[src/rtl/polyvec_unpack_stream.sv]
// Streaming unpacker for Kyber polynomial vectors: packed COEFF_BITS-wide beats in, zero-extended
// LANES-wide words out with frame address, polynomial index and last flag. Define UNPACK_MODQ_CHECK_EN for the mod-q check.
module polyvec_unpack_stream #(
  parameter int KYBER_K_MAX = 4,
  parameter int KYBER_N     = 256,
  parameter int COEFF_BITS  = 12,
  parameter int LANES       = 8,
  parameter int OUT_LANE_W  = 16,
  parameter int KYBER_Q     = 3329,
  parameter int IN_W        = COEFF_BITS * LANES,
  parameter int AD_W        = $clog2(KYBER_K_MAX * KYBER_N / LANES)
) (
  input  logic                        clk,
  input  logic                        rst,
  input  logic                        start,
  input  logic [2:0]                  k_sel,
  input  logic                        in_valid,
  output logic                        in_ready,
  input  logic [IN_W-1:0]             in_data,
  output logic                        out_valid,
  input  logic                        out_ready,
  output logic [AD_W-1:0]             out_addr,
  output logic [2:0]                  out_poly,
  output logic                        out_last,
  output logic [LANES*OUT_LANE_W-1:0] out_data,
  output logic                        busy,
  output logic                        done,
  output logic                        err_modq
);

  localparam int WPP       = KYBER_N / LANES;
  localparam int MAX_WORDS = KYBER_K_MAX * WPP;
  localparam int CNT_W     = $clog2(MAX_WORDS + 1);
  localparam logic [2:0] K_MAX_3 = 3'(KYBER_K_MAX);

  typedef enum logic [1:0] {S_IDLE, S_RUN, S_DONE} state_t;

  state_t                      r_state;
  logic [CNT_W-1:0]            r_in_cnt;
  logic [CNT_W-1:0]            r_total;
  logic                        r_out_valid;
  logic [AD_W-1:0]             r_out_addr;
  logic [2:0]                  r_out_poly;
  logic                        r_out_last;
  logic [LANES*OUT_LANE_W-1:0] r_out_data;
  logic                        r_busy;
  logic                        r_done;

  logic [2:0]                  w_k_clamped;
  logic                        w_in_ready;
  logic                        w_in_fire;
  logic                        w_out_fire;
  logic [LANES*OUT_LANE_W-1:0] w_unpacked;

  assign w_k_clamped = (k_sel == 3'd0 || k_sel > K_MAX_3) ? K_MAX_3 : k_sel;

  // A new beat is only taken when the output register is empty or draining this cycle.
  assign w_in_ready = (r_state == S_RUN) && (r_in_cnt < r_total) && (!r_out_valid || out_ready);
  assign w_in_fire  = in_valid && w_in_ready;
  assign w_out_fire = r_out_valid && out_ready;

  // NOTE: every combinational output gets a default before the loop so no latch is inferred.
  always_comb begin
    w_unpacked = '0;
    for (int j = 0; j < LANES; j++) begin
      w_unpacked[j*OUT_LANE_W +: COEFF_BITS] = in_data[j*COEFF_BITS +: COEFF_BITS];
    end
  end

  // NOTE: state is updated with non-blocking assignments so every register samples pre-edge values.
  always_ff @(posedge clk) begin
    if (rst) begin
      r_state     <= S_IDLE;
      r_in_cnt    <= '0;
      r_total     <= '0;
      r_out_valid <= 1'b0;
      r_out_addr  <= '0;
      r_out_poly  <= '0;
      r_out_last  <= 1'b0;
      r_out_data  <= '0;
      r_busy      <= 1'b0;
      r_done      <= 1'b0;
    end else begin
      case (r_state)
        S_IDLE: begin
          r_done <= 1'b0;
          if (start) begin
            r_state  <= S_RUN;
            r_busy   <= 1'b1;
            r_in_cnt <= '0;
            r_total  <= CNT_W'(32'(w_k_clamped) * WPP);
          end
        end
        S_RUN: begin
          if (w_in_fire) begin
            r_out_valid <= 1'b1;
            r_out_data  <= w_unpacked;
            r_out_addr  <= AD_W'(r_in_cnt);
            r_out_poly  <= 3'(r_in_cnt / CNT_W'(WPP));
            r_out_last  <= (r_in_cnt == r_total - CNT_W'(1));
            r_in_cnt    <= r_in_cnt + CNT_W'(1);
          end else if (w_out_fire) begin
            r_out_valid <= 1'b0;
          end
          // The final word cannot coincide with a new beat: in_cnt has already reached the total.
          if (w_out_fire && r_out_last) begin
            r_state    <= S_DONE;
            r_done     <= 1'b1;
            r_out_last <= 1'b0;
          end
        end
        S_DONE: begin
          r_state <= S_IDLE;
          r_done  <= 1'b0;
          r_busy  <= 1'b0;
        end
        default: r_state <= S_IDLE;
      endcase
    end
  end

`ifdef UNPACK_MODQ_CHECK_EN
  logic w_modq_hit;
  logic r_err_modq;

  if (COEFF_BITS == 12) begin : g_modq
    always_comb begin
      w_modq_hit = 1'b0;
      for (int j = 0; j < LANES; j++) begin
        if (in_data[j*COEFF_BITS +: COEFF_BITS] >= COEFF_BITS'(KYBER_Q)) w_modq_hit = 1'b1;
      end
    end
  end else begin : g_no_modq
    assign w_modq_hit = 1'b0;
  end

  // Sticky until the next accepted start; data passes through regardless.
  always_ff @(posedge clk) begin
    if (rst) begin
      r_err_modq <= 1'b0;
    end else if (r_state == S_IDLE && start) begin
      r_err_modq <= 1'b0;
    end else if (w_in_fire && w_modq_hit) begin
      r_err_modq <= 1'b1;
    end
  end

  assign err_modq = r_err_modq;
`else
  assign err_modq = 1'b0;
`endif

  assign in_ready  = w_in_ready;
  assign out_valid = r_out_valid;
  assign out_addr  = r_out_addr;
  assign out_poly  = r_out_poly;
  assign out_last  = r_out_last;
  assign out_data  = r_out_data;
  assign busy      = r_busy;
  assign done      = r_done;

endmodule

[config.mk]
export PLATFORM = sky130hd
export DESIGN_NAME = polyvec_unpack_stream
export DESIGN_NICKNAME = d
export VERILOG_FILES = /design/src/rtl/polyvec_unpack_stream.sv
export SDC_FILE = /design/constraint.sdc
export NUM_CORES = 1
export LEC_CHECK = 0
export ABC_AREA = 1
export BUFFER_PORTS_ARGS = -buffer_cell sky130_fd_sc_hd__buf_4
export CORE_ASPECT_RATIO = 1.1
export CORE_UTILIZATION = 41
export CTS_CLUSTER_SIZE = 30
export DETAILED_ROUTE_END_ITERATION = 7
export PLACE_DENSITY_LB_ADDON = 0.2
export SETUP_SLACK_MARGIN = 0.05
export SLEW_MARGIN = 20
export SYNTH_ARGS = -nofsm -noshare
export SYNTH_HDL_FRONTEND = slang
export SYNTH_SLANG_ARGS = --single-unit
[constraint.sdc]
create_clock -name clk -period 1.6 [get_ports clk]
set_input_delay 0.08 -clock clk [delete_from_list [all_inputs] [get_ports clk]]
set_output_delay 0.08 -clock clk [all_outputs]
set_load 0.02 [all_outputs]
Word level (Yosys, flattened, before mapping)
Index checks and enable logic that the tools add are counted.
{"block": "op_classes", "add_sub_neg": 2, "order_cmp": 2, "eq_ne": 6, "n_mux": 15, "n_reduce_logical": 24}
{"operator": "8-bit two-way mux", "count": 2}
{"operator": "8-bit case mux with 2 select lines", "count": 1}
{"operator": "2-bit AND reduction", "count": 7}
{"operator": "2-bit nonzero test", "count": 5}
{"operator": "8-bit by 1-bit adder with 8-bit output, second input constant", "count": 1}
{"operator": "8-bit equality test", "count": 1}
{"operator": "8-bit less-than comparator", "count": 1}
{"operator": "8-bit by 1-bit subtractor with 8-bit output, second input constant", "count": 1}
{"operator": "1-bit two-way mux", "count": 6}
{"operator": "1-bit logical AND", "count": 5}
{"operator": "2-bit two-way mux", "count": 2}
{"operator": "2-bit != test, second input constant", "count": 2}
{"operator": "1-bit case mux with 2 select lines", "count": 2}
{"operator": "2-bit case mux with 2 select lines", "count": 1}
{"operator": "3-bit greater-than comparator, second input constant", "count": 1}
{"operator": "3-bit zero test", "count": 1}
{"operator": "3-bit two-way mux", "count": 1}
{"operator": "3-bit AND reduction", "count": 1}
{"operator": "2-bit by 1-bit equality test with 1-bit output, second input constant", "count": 1}
{"operator": "2-bit equality test, second input constant", "count": 1}
{"operator": "2-bit zero test", "count": 1}
{"operator": "1-bit logical OR", "count": 2}
{"operator": "2-bit by 1-bit != test with 1-bit output, second input constant", "count": 1}
{"operator": "2-bit OR reduction", "count": 1}
{"operator": "1-bit zero test", "count": 1}
{"block": "totals", "ff_bits": 123, "input_bits": 104, "out_inout_bits": 144, "elab_cells": 59}

Depth between registers and ports, before layout
Gate-level depths: netlist (run 1).
{"block": "depth", "ltp_word": 6, "mapped_depth": 13, "depth_no_buf": 11}

Worst setup path before layout (run 1)
OpenSTA, ideal clock, no wires.
{"block": "synth_timing", "kind": "register -> register", "start": "register r_in_cnt[5]", "end": "register r_out_data[10], in the netlist out_data[10]", "setup_ps": 132, "arrival_time_ps": 1561, "required_time_ps": 1468, "path_slack_ps": -93, "path_stages_with_launch": 14, "n_path_buf": 3, "synth_period_minus_slack_ps": 1693, "path_cell_list": "dfxtp_1 clkbuf_1 inv_1 ha_1 inv_1 nand2_1 nand2_1 nand2_1 nand3_2 clkinv_2 buf_6 buf_4 nand2_1 a21oi_1"}
{"block": "synth_via", "elab_chain_cells": 5}
{"element": "from (decl)", "line": "39", "text": "logic [CNT_W-1:0] r_in_cnt;"}
{"element": "from (signal assigned)", "line": "101", "text": "r_in_cnt <= r_in_cnt + CNT_W'(1);"}
{"element": "8-bit less-than comparator", "line": "58", "text": "assign w_in_ready = (r_state == S_RUN) && (r_in_cnt < r_total) && (!r_out_valid || out_ready);"}
{"element": "1-bit logical AND (2 in series)", "line": "58"}
{"element": "1-bit logical AND", "line": "59", "text": "assign w_in_fire = in_valid && w_in_ready;"}
{"element": "2-bit AND reduction (no source line)"}
{"element": "to (signal assigned)", "line": "97", "text": "r_out_data <= w_unpacked;"}
{"element": "to (decl)", "line": "45", "text": "logic [LANES*OUT_LANE_W-1:0] r_out_data;"}
No other way between the ends.
A chain may end at the register's enable or synchronous reset.

Worst setup path after layout (run 1)
{"block": "layout_timing", "start": "register r_total[6]", "end": "register r_out_data[49], in the netlist out_data[49]"}
{"block": "layout_via", "elab_chain_cells": 5}
{"element": "from (decl)", "line": "40", "text": "logic [CNT_W-1:0] r_total;"}
{"element": "from (signal assigned)", "line": "91", "text": "r_total <= CNT_W'(32'(w_k_clamped) * WPP);"}
{"element": "8-bit less-than comparator", "line": "58"}
{"element": "1-bit logical AND (2 in series)", "line": "58"}
{"element": "1-bit logical AND", "line": "59"}
{"element": "2-bit AND reduction (no source line)"}
No other way between the ends.

==> flow_summary.yaml, run 1 <==
sta:
  hold_violations: 0
  setup_slack_ps: -138
  rsz0062_at_grt: "true"
  post-route-period-util_pct: 109
  setup_viol: 83
  clock_skew_ps: 10.2
  fmax_mhz: 575
  setup_tns_ps: -2940
  min_period_ps: 1740
  finalMaxSlewViolations: 0
layout:
  drive_gt1_share_pct: 45.3
  nFillCells: 688
  multi_input_area_sq_mm: 0.00257
  areaGrowthSynthToFinish_pct: 93.0
  ff_latch_area_sq_mm: 0.00243
  design_area_sq_mm: 0.00928
  diodes: 0
  nNetsFinal: 1080
  fin_util_pct: 81.1
floorplanning:
  num_rows: 41
  die-area_sq_mm: 0.0122
  die_width_um: 105
  ios: 248
  die_h_um: 116
  coreArea_sq_mm: 0.0114
  start_util_pct: 42.0
drt:
  firstDrtPassIters: 4
  route.detailed.drc: 0
  drt_iter0_markers: 388
  wl_per_cell_um: 17.2
  dr_total_vias: 5630
  drt-total-wl_um: 19500
  ant_nets: 0
  vias_per_cell: 4.97
logic_synthesis:
  netlist_top_cells_count: "245 x nand2_1, 121 x dfxtp_1, 120 x a21oi_1"
  synth_edf_count: 0
  synth.most_common_cell: "nand2_1"
  syn_inst: 636
  ys_types: 23
  synthTopCellsByArea: "dfxtp_1 50%, nand2_1 19%, a21oi_1 12%, buf_4 6.4%, inv_1 2.0%"
  yosysSeqAreaShare_pct: 50.4
  synthArstFlopShare_pct: 0
  yosysTopAreaCellShare_pct: 50.4
  yosysWarnings: 0
  syn_area_sq_mm: 0.00481
  ys.flop_type: "dfxtp_1"
  avgSynthCellArea_sq_um: 7.56
  synth_seq_cells: 121
  synth_area_leader_cell: "dfxtp_1"
min_path:
  hp-class: "in2reg"
  hold_depth: 3
  worstHoldEndpoint: "r_total[6]$_SDFFE_PP0P_"
  hp-start: "k_sel[1]"
critical_path:
  crit_chain: "inv_2 -> ha_4 -> nand2_2 -> nand2_2 -> nand2_4 -> nand3_4 -> buf_12 -> clkbuf_16 -> nand2_1 -> a21oi_1"
  critPathSlowestCell: "dfxtp_2"
  slowest_delay_ps: 330
  timing.rr.end: "out_data[49]$_SDFFE_PP0P_"
  timing.rr.start: "r_total[6]$_SDFFE_PP0P_"
  crit_path_end_kind: "register"
  crit_top_cell: "nand2_2"
  critPathKind: "reg2reg"
  crit_family: "simple AND/OR/NAND/NOR gates"
  rr_worst_depth: 10
  cp-start-kind: "register"
  critical_path.max_fanout: 8
  crit_buf_inv: 3
  path_depth: 10
  cp.required_ps: 1930
  setup.reg_to_reg.worst_slack_ps: -140
  critPathArrivalTime_ps: 2070
grt:
  first_global_vias: 5475
  grt_use_total_pct: 27.2
  grt_overflow: 0
  grt_pass1_wl_um: 25800
  grt_max_degree: 54
  antenna_found_initial: 0
pwr:
  p_leak_nw: 4.15
  power.share.clock_pct: 42.9
  irDropWorstVdd_mv: 0.672
  netSwitchingPower_mw: 2.35
  pwr-share-comb_pct: 19.4
  p_int_mw: 6.11
  finalPower_mw: 8.46
  netSwitchingFraction_pct: 27.8
  powerDensity_mw_per_mm2: 912
  seq_power_share_pct: 37.8
status:
  failed_checks: "setup timing"
  status: "complete, but fails checks"
cts:
  cts-root-buf: "clkbuf_16"
  clockBufferDepth: 2
  cts_max_level: 4
  numCtsBuffers: 17
  cts_tree: "built"
  insertion_delay_ps: 420
  cts.sinks: 121
  path_clk_slew_ps: 60
place:
  post-place-ws_ps: -96.1
  port_buffers: 214
  place_area_sq_mm: 0.00649
  place.gp.congestion: 0.811
  dp_hpwl_um: 9270
run:
  max_cap_violations: 0
routing by layer:
layer  share of wire (%)  global-route usage [%]  routed length (um)
met3                 6.0                    6.47                1160
met1                  39                    29.0                7500
met4                 1.8                    12.2                 355
met2                  54                    51.1               10500
met5                   0                       0                   0
worst max-delay path by stage:
stage | end | start | slack (ps)
2_1_floorplan | r_in_cnt[4]$_SDFFE_PP0P_ | r_in_cnt[5]$_SDFFE_PP0P_ | 60
3_3_place_gp | r_in_cnt[5]$_SDFFE_PP0P_ | r_total[6]$_SDFFE_PP0P_ | 20
3_5_place_dp | r_in_cnt[3]$_SDFFE_PP0P_ | r_total[6]$_SDFFE_PP0P_ | -100
4_1_cts | in_ready | r_total[6]$_SDFFE_PP0P_ | -60
5_1_grt | out_data[49]$_SDFFE_PP0P_ | r_total[7]$_SDFFE_PP0P_ | -180
6_report | out_data[49]$_SDFFE_PP0P_ | r_total[6]$_SDFFE_PP0P_ | -140
cell usage in the layout (no fill, tap or decap), drive strengths merged:
cell,Yosys,routed
buf,53,252
inv,25,27
conb,1,33
bufinv,0,1
a211oi,2,2
o21bai,2,2
ha,6,6
a21oi,120,120
nand2,245,245
clkbuf,20,26
nor3b,1,1
or2,3,3
clkinv,1,9
xor2,1,1
nor2,14,14
dfxtp,121,121
nand4,1,1
o21ai,3,3
nand3,17,17
dlygate4sd3,0,96
clkinvlp,0,3
registers in the layout (all words and copies together) (netlist names):
name	flops
busy	1
done	1
out_addr	6
out_data	96
out_last	1
out_poly	2
out_valid	1
r_in_cnt	8
r_state	2
r_total	3
power groups by stage:
| stage | clock [mW] | sequential [mW] | combinational [mW] |
|---|---|---|---|
| after global placement | 0 | 3.24 | 0.972 |
| final | 3.63 | 3.19 | 1.64 |
| after floorplan | 0 | 3.35 | 0.470 |
| after global routing | 3.81 | 3.20 | 1.72 |
| after CTS | 3.65 | 3.19 | 1.40 |
| after detailed placement | 0 | 3.25 | 0.991 |
through the flow:
step	instances	hold slack, ps
detailed placement	976	339
CTS	1124	16.2
finish	1133	34.0
global route	1133	34.4
floorplan	668	223
global placement	976	332
worst register-to-register path, delay by kind of cell (launching register included):
kind	cells	cell delay [ps]
AOI/OAI and AO/OA	1	200
adders and majority gates	1	260
buffers and inverters	3	440
DFF	1	330
and+or+nand+nor	5	440
final cells by class:
| type | instances | area share (%) |
|---|---|---|
| clock buffer | 18 | 4.73 |
| clock inverter | 14 | 1.35 |
| inverter | 26 | 1.19 |
| multi-input combinational | 448 | 27.7 |
| sequential | 121 | 26.2 |
| tap | 150 | 2.02 |
| timing repair buffer | 356 | 36.8 |
kinds of logic (layout without fill, tap and decap cells):
group,count (synthesis),after routing,synth area share (%)
other cells,1,33,0.0780
xor+xnor,1,1,0.182
simple gates,281,281,22.8
buf+inv,99,414,11.5
flops,121,121,50.4
fa+ha+maj,6,6,1.56
compound gates,127,127,13.4
timing repair:
| item | 4_1_cts | 5_1_grt |
|---|---|---|
| hold buffers | 96 | 0 |
| resized for setup | 87 | 126 |
| endpoints found under the hold margin | 96 | 0 |
| setup buffers | 11 | 2 |
| pin swaps | 19 | 28 |
| setup endpoints to repair | 109 | 115 |
| cloned | 9 | 10 |
Power figures use the tool's default switching activity.
==> inputs of run 2 (changes only) <==
CORE_UTILIZATION = 49   (was 41)
clock period = 2.1 ns   (was 1.6 ns; I/O delays follow)
==> flow_summary.yaml, run 2 (synthesis gave the netlist of run 1 again) <==
drt:
  firstDrtPassIters: 5
  drt_iter0_markers: 271
  ant_nets: 0
  drt-total-wl_um: 16500
  dr_total_vias: 5340
  vias_per_cell: 4.99
  wl_per_cell_um: 15.4
  route.detailed.drc: 0
layout:
  diodes: 0
  nNetsFinal: 1050
  largest_reg_flops: 96
  drive_gt1_share_pct: 27.5
  final_cells: 1070
  final_cell_mix: "245 x nand2_1, 221 x buf_4, 121 x dfxtp_1, 120 x a21oi_1, 102 x dlygate4sd3_1"
  areaGrowthSynthToFinish_pct: 66.3
  final_common_cell: "nand2_1"
  fin_util_pct: 84.6
critical_path:
  crit_path_end_kind: "register"
  setup.reg_to_reg.worst_slack_ps: 190
  cp.required_ps: 2510
  timing.rr.end: "out_data[50]$_SDFFE_PP0P_"
  critPathArrivalTime_ps: 2310
  critical_path.max_fanout: 46
  rr_worst_depth: 8
  timing.rr.start: "r_in_cnt[6]$_SDFFE_PP0P_"
  cp-start-kind: "register"
  critPathKind: "reg2reg"
status:
  status: "finished, final reports clean"
floorplanning:
  start_util_pct: 50.9
  ios: 248
  num_rows: 37
  die_h_um: 106
  die-area_sq_mm: 0.0102
  die_width_um: 96.4
  coreArea_sq_mm: 0.00944
pwr:
  netSwitchingFraction_pct: 25.1
  seq_power_share_pct: 37.9
  netSwitchingPower_mw: 1.61
  p_leak_nw: 3.51
  powerDensity_mw_per_mm2: 803
  irDropWorstVdd_mv: 0.759
  p_int_mw: 4.81
  finalPower_mw: 6.42
  power.share.clock_pct: 48.0
  pwr-share-comb_pct: 14.1
sta:
  setup_tns_ps: 0
  setup_viol: 0
  finalMaxSlewViolations: 0
  setup_slack_ps: 195
  clock_skew_ps: 11.0
  post-route-period-util_pct: 90.7
  rsz0062_at_grt: "false"
  min_period_ps: 1910
  hold_violations: 0
  fmax_mhz: 525
grt:
  grt_max_degree: 65
  grt_overflow: 0
  antenna_found_initial: 0
  grt_use_total_pct: 32.5
  grt_pass1_wl_um: 25500
  first_global_vias: 5308
cts:
  postCtsSetupBuffers: 0
  path_clk_slew_ps: 60
  cts_max_level: 4
  cts_tree: "built"
  numCtsBuffers: 17
  cts-root-buf: "clkbuf_8"
  cts.sinks: 121
  insertion_delay_ps: 510
  clockBufferDepth: 2
place:
  port_buffers: 214
  post-place-ws_ps: 273
  dp_hpwl_um: 9220
  numPlacedInstances: 936
  place.gp.congestion: 0.863
min_path:
  worstHoldEndpoint: "busy$_SDFFE_PP0P_"
  hp-start: "start"
  hp-class: "in2reg"
  hold_depth: 5
run:
  max_cap_violations: 0
[run 2: cell count changes in the layout (fill, tap and decap cells not counted), sizes merged]
cell,before,now
buf,252,224
bufinv,1,4
clkbuf,26,19
clkinv,9,6
clkinvlp,3,2
dlygate4sd3,96,102
[run 2: worst max path at each step]
stage / start / endpoint / slack, ps / cells past startpoint
finish: r_in_cnt[6]$_SDFFE_PP0P_ / out_data[50]$_SDFFE_PP0P_ / 190 / 8
global route: r_in_cnt[6]$_SDFFE_PP0P_ / out_data[50]$_SDFFE_PP0P_ / 50 / 8
CTS: r_in_cnt[6]$_SDFFE_PP0P_ / out_data[68]$_SDFFE_PP0P_ / 240 / 9
detailed placement: r_in_cnt[6]$_SDFFE_PP0P_ / out_data[68]$_SDFFE_PP0P_ / 270 / 9
global placement: r_total[6]$_SDFFE_PP0P_ / r_in_cnt[5]$_SDFFE_PP0P_ / 380 / 10
floorplan: r_in_cnt[5]$_SDFFE_PP0P_ / out_data[10]$_SDFFE_PP0P_ / 410 / 13
[run 2: what timing repair did]
item | in CTS | in global routing
hold buffers | 102 | 0
resized for setup | 0 | 1
endpoints found under the hold margin | 103 | 0
endpoints found under the setup margin | 0 | 4
[run 2: per-layer routing]
| layer | GRT usage [%] | wire [um] | share of wire, % | vias up |
|---|---|---|---|---|
| li1 | - | - | - | 2566 |
| met2 | 56.9 | 8460 | 51 | 275 |
| met5 | 0 | 0 | 0 | - |
| met1 | 35.3 | 6050 | 37 | 2442 |
| met3 | 7.65 | 1320 | 8.0 | 57 |
| met4 | 17.4 | 634 | 3.9 | 0 |
[run 2: worst max-delay path: stages (launching register included)]
cell	delay, ps
dfxtp_1	370
ha_1	300
nand2_1	50
nand2_1	50
nand2_1	90
nand3_4	120
buf_4	420
nand2_1	130
a21oi_1	270
[run 2: through the flow]
stage                     hold slack (ps)  cell area (sq um)
after floorplan                       248               4930
after global placement                355               6330
after detailed placement              364               6330
after CTS                            21.6               7990
after global routing                 59.8               7990
final                                25.6               7990
[run 2: cell type report]
| type | instances | area [sq um] |
|---|---|---|
| clock buffers | 19 | 442 |
| multi-input cells | 448 | 1960 |
| inverters | 26 | 98.8 |
| flip-flops and latches | 121 | 2420 |
| well taps | 117 | 146 |
| fillers | 504 | 1450 |
| repair buffers | 326 | 2730 |
| clock inverters | 13 | 193 |
[run 2: power groups by stage]
stage	combinational, mW	clock, mW	sequential [mW]
floorplan	0.351	0	2.56
global placement	0.706	0	2.47
detailed placement	0.718	0	2.47
CTS	0.877	3.09	2.43
global route	0.971	3.20	2.44
finish	0.903	3.08	2.43
==> inputs of run 3 (changes only) <==
--- a/config.mk
+++ b/config.mk
@@ -9,4 +9,5 @@
 export BUFFER_PORTS_ARGS = -buffer_cell sky130_fd_sc_hd__buf_4
 export CORE_ASPECT_RATIO = 1.1
+export CORE_MARGIN = 2
 export CORE_UTILIZATION = 49
 export CTS_CLUSTER_SIZE = 30
==> constraint.sdc (replaced) <==
create_clock -name clk -period 2.1 [get_ports clk]
set_input_delay 0.21 -clock clk [delete_from_list [all_inputs] [get_ports clk]]
set_output_delay 0.21 -clock clk [all_outputs]
set_load 0.02 [all_outputs]
==> flow_summary.yaml, run 3 (synthesis gave the netlist of run 1 again) <==
critical_path:
  critPathArrivalTime_ps: 1700
  rr_worst_depth: 9
  timing.rr.start: "r_in_cnt[6]$_SDFFE_PP0P_"
  crit_family: "flip-flops"
  crit_path_end_kind: "output pin"
  cp.required_ps: 1890
  critical_path.max_fanout: 7
  cp-start-kind: "register"
  critPathKind: "reg2out"
  crit_buf_inv: 2
  crit_chain: "ha_1 -> nand2_1 -> nand2_1 -> nand2_1 -> nand2_1 -> inv_1 -> buf_4"
  critPathSlowestCell: "dfxtp_1"
  crit_top_cell: "nand2_1"
  slowest_delay_ps: 420
  setup.reg_to_reg.worst_slack_ps: 240
  timing.rr.end: "out_data[81]$_SDFFE_PP0P_"
cts:
  cts.sinks: 121
  numCtsBuffers: 17
  cts-root-buf: "clkbuf_8"
  cts_tree: "built"
  path_clk_slew_ps: 50
  cts_max_level: 4
  clockBufferDepth: 2
  insertion_delay_ps: 520
floorplanning:
  die_width_um: 98.4
  start_util_pct: 50.9
  num_rows: 37
  die_h_um: 108
  die-area_sq_mm: 0.0106
  ios: 248
  coreArea_sq_mm: 0.00944
layout:
  multi_input_area_sq_mm: 0.00196
  drive_gt1_share_pct: 27.3
  nFillCells: 522
  largest_reg_flops: 96
  ff_latch_area_sq_mm: 0.00242
  areaGrowthSynthToFinish_pct: 64.6
  final_cells: 1062
  final_common_cell: "nand2_1"
  nNetsFinal: 1042
  final_cell_mix: "245 x nand2_1, 219 x buf_4, 121 x dfxtp_1, 120 x a21oi_1, 96 x dlygate4sd3_1"
  diodes: 0
sta:
  rsz0062_at_grt: "false"
  min_period_ps: 1910
  holdWs_ps: 34.1
  relSlewSlack_pct: 66.3
  hold_violations: 0
  post-route-period-util_pct: 91.0
  fmax_mhz: 523
  setup_tns_ps: 0
  finalMaxSlewViolations: 0
  setup_viol: 0
  clock_skew_ps: 8.77
  worstMarginPinSlew_ps: 505
  setup_slack_ps: 190
pwr:
  seq_power_share_pct: 38.3
  netSwitchingFraction_pct: 24.7
  finalPower_mw: 6.36
  p_leak_nw: 3.47
  netSwitchingPower_mw: 1.57
  pwr-share-comb_pct: 14.2
  power.share.clock_pct: 47.5
  irDropWorstVdd_mv: 0.530
  powerDensity_mw_per_mm2: 804
  p_int_mw: 4.79
drt:
  firstDrtPassIters: 5
  vias_per_cell: 5.11
  drt_iter0_markers: 294
  wl_per_cell_um: 16.2
  ant_nets: 0
  drt-total-wl_um: 17200
  dr_total_vias: 5430
  route.detailed.drc: 0
min_path:
  hold_depth: 3
  worstHoldEndpoint: "r_total[6]$_SDFFE_PP0P_"
  hp-class: "in2reg"
  hp-start: "k_sel[1]"
grt:
  antenna_found_initial: 0
  grt_max_degree: 74
  grt_pass1_wl_um: 26800
  grt_use_total_pct: 31.8
  first_global_vias: 5452
  grt_overflow: 0
place:
  place.gp.congestion: 0.869
  numPlacedInstances: 934
  dp_hpwl_um: 9060
  post-place-ws_ps: 304
  port_buffers: 214
status:
  status: "finished, final reports clean"
run:
  max_cap_violations: 0
-- run 3: what timing repair did --
| item | CTS | global route |
|---|---|---|
| endpoints found under the hold margin | 96 | 0 |
| setup buffers | 0 | 0 |
| hold buffers | 96 | 0 |
| gates resized for setup | 0 | 0 |
-- run 3: worst max path at each step --
stage                                         from                   endpoint  slack (ps)  cells past startpoint
final                     r_in_cnt[6]$_SDFFE_PP0P_                   in_ready         190                      7
after global routing      r_in_cnt[6]$_SDFFE_PP0P_                   in_ready          80                      7
after CTS                 r_in_cnt[6]$_SDFFE_PP0P_                   in_ready         160                      7
after detailed placement  r_in_cnt[6]$_SDFFE_PP0P_   r_in_cnt[7]$_SDFFE_PP0P_         300                      9
after global placement     r_total[6]$_SDFFE_PP0P_   r_in_cnt[5]$_SDFFE_PP0P_         400                     10
after floorplan           r_in_cnt[5]$_SDFFE_PP0P_  out_data[10]$_SDFFE_PP0P_         410                     13
-- run 3: worst reg2reg max path: cells and delay by family (launching register included) --
family	cells	cell delay (ps)
fa+ha+maj	1	260
simple gates	5	530
buf+inv	2	360
flops	1	420
compound gates	1	200
-- run 3: metrics by stage --
stage / utilization, % / instance area (sq um)
6_report: 83.8 / 7910
5_1_grt: 83.8 / 7910
2_1_floorplan: - / 4930
4_1_cts: 83.8 / 7910
3_3_place_gp: 67.0 / 6330
3_5_place_dp: 67.0 / 6330
-- run 3: cell type report --
cell class                      count  share of cell area (%)
Timing Repair Buffer              318                    33.7
Multi-Input combinational cell    448                    24.8
Clock buffer                       21                    5.68
Sequential cell                   121                    30.6
Clock inverter                     11                    2.15
Inverter                           26                    1.25
Tap cell                          117                    1.85
-- run 3: power groups by stage --
stage                     sequential (mW)  clock (mW)  combinational [mW]
after floorplan                      2.56           0               0.351
after global placement               2.47           0               0.710
after detailed placement             2.47           0               0.722
after CTS                            2.43        3.03               0.869
after global routing                 2.44        3.16               0.962
final                                2.43        3.02               0.902
-- run 3: routing by layer --
layer	up-vias	wire, um	GRT usage (%)
met2	332	8750	54.4
met1	2488	6220	35.2
met4	0	681	17.4
li1	2550	-	-
met5	-	0	0
met3	60	1590	9.74
